--- src/rtl/pixel_frame_controller.sv ---
// Frame sequencer for the pixel array: ERASE -> EXPOSE -> CONVERT -> row-wise READ.
// Every output is a flop loaded from the next-state decode, so nothing downstream sees decode glitches.
module pixel_frame_controller #(
  parameter int ERASE_CYCLES  = 5,
  parameter int EXPOSE_CYCLES = 255,
  parameter int READ_CYCLES   = 5,
  parameter int NUM_ROWS      = 2,
  localparam int RW = (NUM_ROWS > 1) ? $clog2(NUM_ROWS) : 1
) (
  input  logic                clk,
  input  logic                reset,
  input  logic                START,
  output logic                ERASE,
  output logic                PIXEL_RESET,
  output logic                EXPOSE,
  output logic                CONVERT,
  output logic [7:0]          COUNTER,
  output logic [NUM_ROWS-1:0] READ,
  output logic [RW-1:0]       ROW_SEL,
  output logic                FRAME_DONE
);

  // state   | meaning
  // IDLE    | waiting for START, all phase outputs low
  // ERASE   | pixel erase + latch reset, COUNTER cleared on entry
  // EXPOSE  | exposure window
  // CONVERT | ramp running, COUNTER sweeps 0..255
  // READ    | one row enabled at a time, rows 0..NUM_ROWS-1

  localparam int MAX_A = (ERASE_CYCLES > EXPOSE_CYCLES) ? ERASE_CYCLES : EXPOSE_CYCLES;
  localparam int MAX_B = (READ_CYCLES > 256) ? READ_CYCLES : 256;
  localparam int MAX_C = (MAX_A > MAX_B) ? MAX_A : MAX_B;
  localparam int PW    = $clog2(MAX_C);

  localparam logic [PW-1:0]       ERASE_LAST   = PW'(ERASE_CYCLES - 1);
  localparam logic [PW-1:0]       EXPOSE_LAST  = PW'(EXPOSE_CYCLES - 1);
  localparam logic [PW-1:0]       CONVERT_LAST = PW'(255);
  localparam logic [PW-1:0]       READ_LAST    = PW'(READ_CYCLES - 1);
  localparam logic [RW-1:0]       LAST_ROW     = RW'(NUM_ROWS - 1);
  localparam logic [NUM_ROWS-1:0] ROW_ONE      = NUM_ROWS'(1);

  typedef enum logic [2:0] {
    S_IDLE,
    S_ERASE,
    S_EXPOSE,
    S_CONVERT,
    S_READ
  } state_t;

  state_t        state, state_nxt;
  logic [PW-1:0] phase, phase_nxt;
  logic [RW-1:0] row, row_nxt;
  logic [7:0]    count_nxt;
  logic          done_nxt;

  always_comb begin
    state_nxt = state;
    phase_nxt = phase + 1'b1;
    row_nxt   = row;
    count_nxt = COUNTER;
    done_nxt  = 1'b0;
    case (state)
      S_IDLE: begin
        phase_nxt = '0;
        if (START) state_nxt = S_ERASE;
      end
      S_ERASE:  if (phase == ERASE_LAST)  state_nxt = S_EXPOSE;
      S_EXPOSE: if (phase == EXPOSE_LAST) state_nxt = S_CONVERT;
      S_CONVERT: begin
        // The last CONVERT cycle holds 255 instead of wrapping.
        if (phase == CONVERT_LAST) begin
          state_nxt = S_READ;
          row_nxt   = '0;
        end else begin
          count_nxt = COUNTER + 8'd1;
        end
      end
      S_READ: begin
        if (phase == READ_LAST) begin
          if (row == LAST_ROW) begin
            done_nxt  = 1'b1;
            state_nxt = START ? S_ERASE : S_IDLE;
          end else begin
            row_nxt   = row + 1'b1;
            phase_nxt = '0;
          end
        end
      end
      default: state_nxt = S_IDLE;
    endcase
    if (state_nxt != state) phase_nxt = '0;
    if (state_nxt == S_ERASE && state != S_ERASE) count_nxt = '0;
  end

  always_ff @(posedge clk or negedge reset) begin
    if (!reset) begin
      state       <= S_IDLE;
      phase       <= '0;
      row         <= '0;
      COUNTER     <= '0;
      ERASE       <= 1'b0;
      PIXEL_RESET <= 1'b0;
      EXPOSE      <= 1'b0;
      CONVERT     <= 1'b0;
      READ        <= '0;
      ROW_SEL     <= '0;
      FRAME_DONE  <= 1'b0;
    end else begin
      state       <= state_nxt;
      phase       <= phase_nxt;
      row         <= row_nxt;
      COUNTER     <= count_nxt;
      ERASE       <= (state_nxt == S_ERASE);
      PIXEL_RESET <= (state_nxt == S_ERASE);
      EXPOSE      <= (state_nxt == S_EXPOSE);
      CONVERT     <= (state_nxt == S_CONVERT);
      READ        <= (state_nxt == S_READ) ? (ROW_ONE << row_nxt) : '0;
      ROW_SEL     <= (state_nxt == S_READ) ? row_nxt : '0;
      FRAME_DONE  <= done_nxt;
    end
  end

endmodule

--- config.mk ---
export PLATFORM = sky130hd
export DESIGN_NAME = pixel_frame_controller
export DESIGN_NICKNAME = d
export VERILOG_FILES = /design/src/rtl/pixel_frame_controller.sv
export SDC_FILE = /design/constraint.sdc
export NUM_CORES = 1
export LEC_CHECK = 0
export CAP_MARGIN = 10
export CORE_AREA = 2 2 52 54
export DETAILED_ROUTE_END_ITERATION = 7
export DIE_AREA = 0 0 54 56
export DONT_BUFFER_PORTS = 1
export PLACE_DENSITY_LB_ADDON = 0.1
export SETUP_SLACK_MARGIN = 0.1
export SLEW_MARGIN = 20
export SYNTH_ARGS = -nofsm -noshare
export SYNTH_HDL_FRONTEND = slang
export SYNTH_SLANG_ARGS = --single-unit
--- constraint.sdc ---
create_clock -name clk -period 5.1 [get_ports clk]
set_input_delay 1.02 -clock clk [delete_from_list [all_inputs] [get_ports clk]]
set_output_delay 1.02 -clock clk [all_outputs]
set_load 0.005 [all_outputs]
==> summary.txt <==
Yosys
  • Seq/Total Area, Yosys: 0.455
  • EDFF count, synth: 0
  • Gate Count Post-Synth: 140
  • Synthesized cell area: 1430 sq um
  • Synth area leader: dfrtp_1
  • Share of the synthesized area in the top cell type: 0.455
  • Netlist cell types: 38
  • Avg Cell Area, Syn: just over 10 sq um
  • Synth Warn #: 0
  • Dominant synthesized flop cell: dfrtp_1
  • Syn_nets: around 150
  • Asr flop ratio synth: 1.00
  • Flops & latches, synth: 26
  • Largest cells by area after synthesis: dfrtp_1 45%, a211oi_1 4.7%, nand3_1 4.5%

Setup path
  • Worst EP arrival: 2.56 ns
  • Worst Path Required: 5.36 ns
  • Worst r2r path cells: 6
  • Reg2Reg Setup Slack: between 2 and 3 ns
  • Crit path launch: phase[0]
  • Setup CP Type: flop to flop
  • CP delay by family, top: simple AND/OR/NAND/NOR gates
  • Worst setup EP type: flop
  • Slowest Stage Delay on Critical Path: roughly 0.55 ns
  • Cell chain of the critical path: inv_1 -> ha_1 -> nor3b_1 -> nand2_1 -> o2111ai_2 -> and4_1
  • Reg2Reg Capture Point: EXPOSE
  • Crit path buffers/inverters: 1
  • CP startpoint kind: flop
  • Worst-path fanout max: 11
  • Crit-path slowest cell: nor3b_1
  • R2r startpoint: phase[0]

Timing
  • Period utilisation layout: 0.451
  • RSZ-0062 raised after global routing: no
  • Relative slew slack: 0.564
  • Slew @ Worst Pin: 0.653 ns
  • Max-slew violations: 0
  • Final Skew: approximately 0.0028 ns
  • Final WS setup: between 2 and 3 ns
  • Fin. Hold Viols: 0
  • Highest clock rate: 0.435 GHz
  • Hold slack: between 0.3 and 0.4 ns
  • Setup TNS: 0 ns
  • Post-layout min period: between 2 and 2.5 ns
  • Final setup viols: 0

Global routing
  • Vias in the first global route: 967
  • First-pass GRT wire length: ~4400 um
  • Grt total ovfl: 0
  • Largest net degree at the start of global routing: 27
  • All-layer global routing usage: 0.190
  • Initial antenna violation count: 0

Placed design
  • Final Wtd Congestion: roughly 0.84
  • HPWL after DPL: about 1900 um
  • Dpl ws: about 2.8 ns
  • IO buf count: 0

Floorplanning
  • Ports: 19
  • Core area: about 2400 sq um
  • # rows: 18
  • Die Area: ~3000 sq um
  • Die W: between 50 and 60 um
  • Initial core utilization: 0.588
  • Die height: between 50 and 60 um

Outcome
  • Status: completed

Routing
  • Routed wire length: 2630 um
  • Wire length on met1: about 1300 um
  • First drt pass iteration count: 4
  • Total vias in the final route: approximately 1000
  • Wire length per cell: around 16 um
  • ANT nets after route: 0
  • Met2 wire len: roughly 1200 um
  • Max Used Layer: met4
  • Starting DRT DRC Count: 22
  • Post-route DRC: 0
  • Drt via density: between 6 and 7
  • WL met3: approximately 100 um

Clock tree
  • Hold-fix buffers, CTS: 0
  • CTS resizes: 0
  • Reg clk slew, reported paths: 0.13 ns
  • Clock Sinks: 26
  • # Post-CTS Setup Buffers: 0
  • Max Buffers Root-to-Sink: 2
  • H-tree Lvls: 1
  • Num CTS Buffers: 3
  • CTS tree: yes
  • Clock Tree Root: clkbuf_4
  • Clk_lat worst skew: between 0.3 and 0.4 ns

Layout
  • Fillers: roughly 220
  • Area grow syn2layout: -0.700%
  • Layout cells sized above 1: 0.0741
  • Nets: between 100 and 150
  • Fin util: 0.584
  • Seq. cell area: around 650 sq um
  • # diodes: 0
  • Area of the multi-input gates: approximately 680 sq um

Power
  • Sequential share of power: 0.706
  • Overall Power: 0.292 mW
  • Max VDD drop: 0.136 mV
  • Pint: about 0.23 mW
  • Comb pwr share: 0.001
  • Leak: between 0.5 and 0.6 nW
  • Clock power share: 0.293
  • Sw frac: 0.199
  • PD cells: 206 nW/um^2
  • Total net switching power: about 0.058 mW

Worst hold path
  • Worst min path class: primary input to asynchronous set/reset pin

Run
  • Max-cap violations: 0
layout by cell type, fill, tap and decap left out, types with 2 or more instances in the layout:
master     n
a21oi_1    5
o21ai_0    3
ha_1       4
nand3_1   13
xnor2_1    6
nor2_1    12
or4_1      3
clkbuf_4   3
dfrtp_1   26
a31oi_1    3
nand2_1    8
a211oi_1   9
inv_1      9
and4_1     2
xor2_1     4
o31ai_1    3
nand4_1    3
routing by layer:
layer  global-route usage  vias up
li1                     -      497
met3               0.0349        4
met1                0.290      513
met4               0.0536        0
met2                0.270       27
met5                    0        -
cell type report:
cell class / count / share of cell area
multi-input cells: 97 / 0.476
inverters: 9 / 0.0238
flip-flops and latches: 26 / 0.458
well taps: 30 / 0.0264
clock buffers: 3 / 0.0158
power by group through the flow:
stage | clock (mW) | sequential (mW) | combinational, mW
5_1_grt | 0.0958 | 0.206 | 0.000480
3_3_place_gp | 0 | 0.210 | 0.000391
3_5_place_dp | 0 | 0.210 | 0.000397
2_1_floorplan | 0 | 0.210 | 0.000364
4_1_cts | 0.0872 | 0.206 | 0.000399
6_report | 0.0855 | 0.206 | 0.000434
flip-flops by register name (all words and copies together) (netlist names):
| name | cells |
|---|---|
| FRAME_DONE | 1 |
| EXPOSE | 1 |
| PIXEL_RESET | 1 |
| row | 1 |
| phase | 8 |
| state | 3 |
| READ | 2 |
| CONVERT | 1 |
| COUNTER | 8 |
per-stage QoR:
stage	cells	cell area [sq um]
after global routing	165	1420
after floorplan	140	1430
final	165	1420
after CTS	165	1420
after global placement	162	1400
after detailed placement	162	1400
kinds of logic after synthesis:
group | after synthesis | synth area share
AOI/OAI and AO/OA | 30 | 0.170
xor gates and xnor gates | 10 | 0.0612
adders and majority gates | 4 | 0.0350
buffers and inverters | 17 | 0.0725
DFF | 26 | 0.455
muxes | 1 | 0.00699
and+or+nand+nor | 52 | 0.199
Yosys cell counts (3+ instances only):
library cell and count:
nand3_1 13, a21oi_1 5, dfrtp_1 26, a211oi_1 9, buf_6 4, xor2_1 4
o21ai_0 3, nor2_1 12, nand2_1 8, a31oi_1 3, inv_1 9, or4_1 3
o31ai_1 3, xnor2_1 6, nand4_1 3, ha_1 4
worst max-delay path by stage:
stage / cells past startpoint / to / slack [ns]
CTS: 6 / EXPOSE / 2.78
global placement: 6 / EXPOSE / 2.92
floorplan: 7 / COUNTER[5] / 3.17
detailed placement: 6 / EXPOSE / 2.83
global route: 6 / EXPOSE / 2.63
finish: 6 / EXPOSE / 2.80
Note: power is estimated with default switching activity, not from simulation.
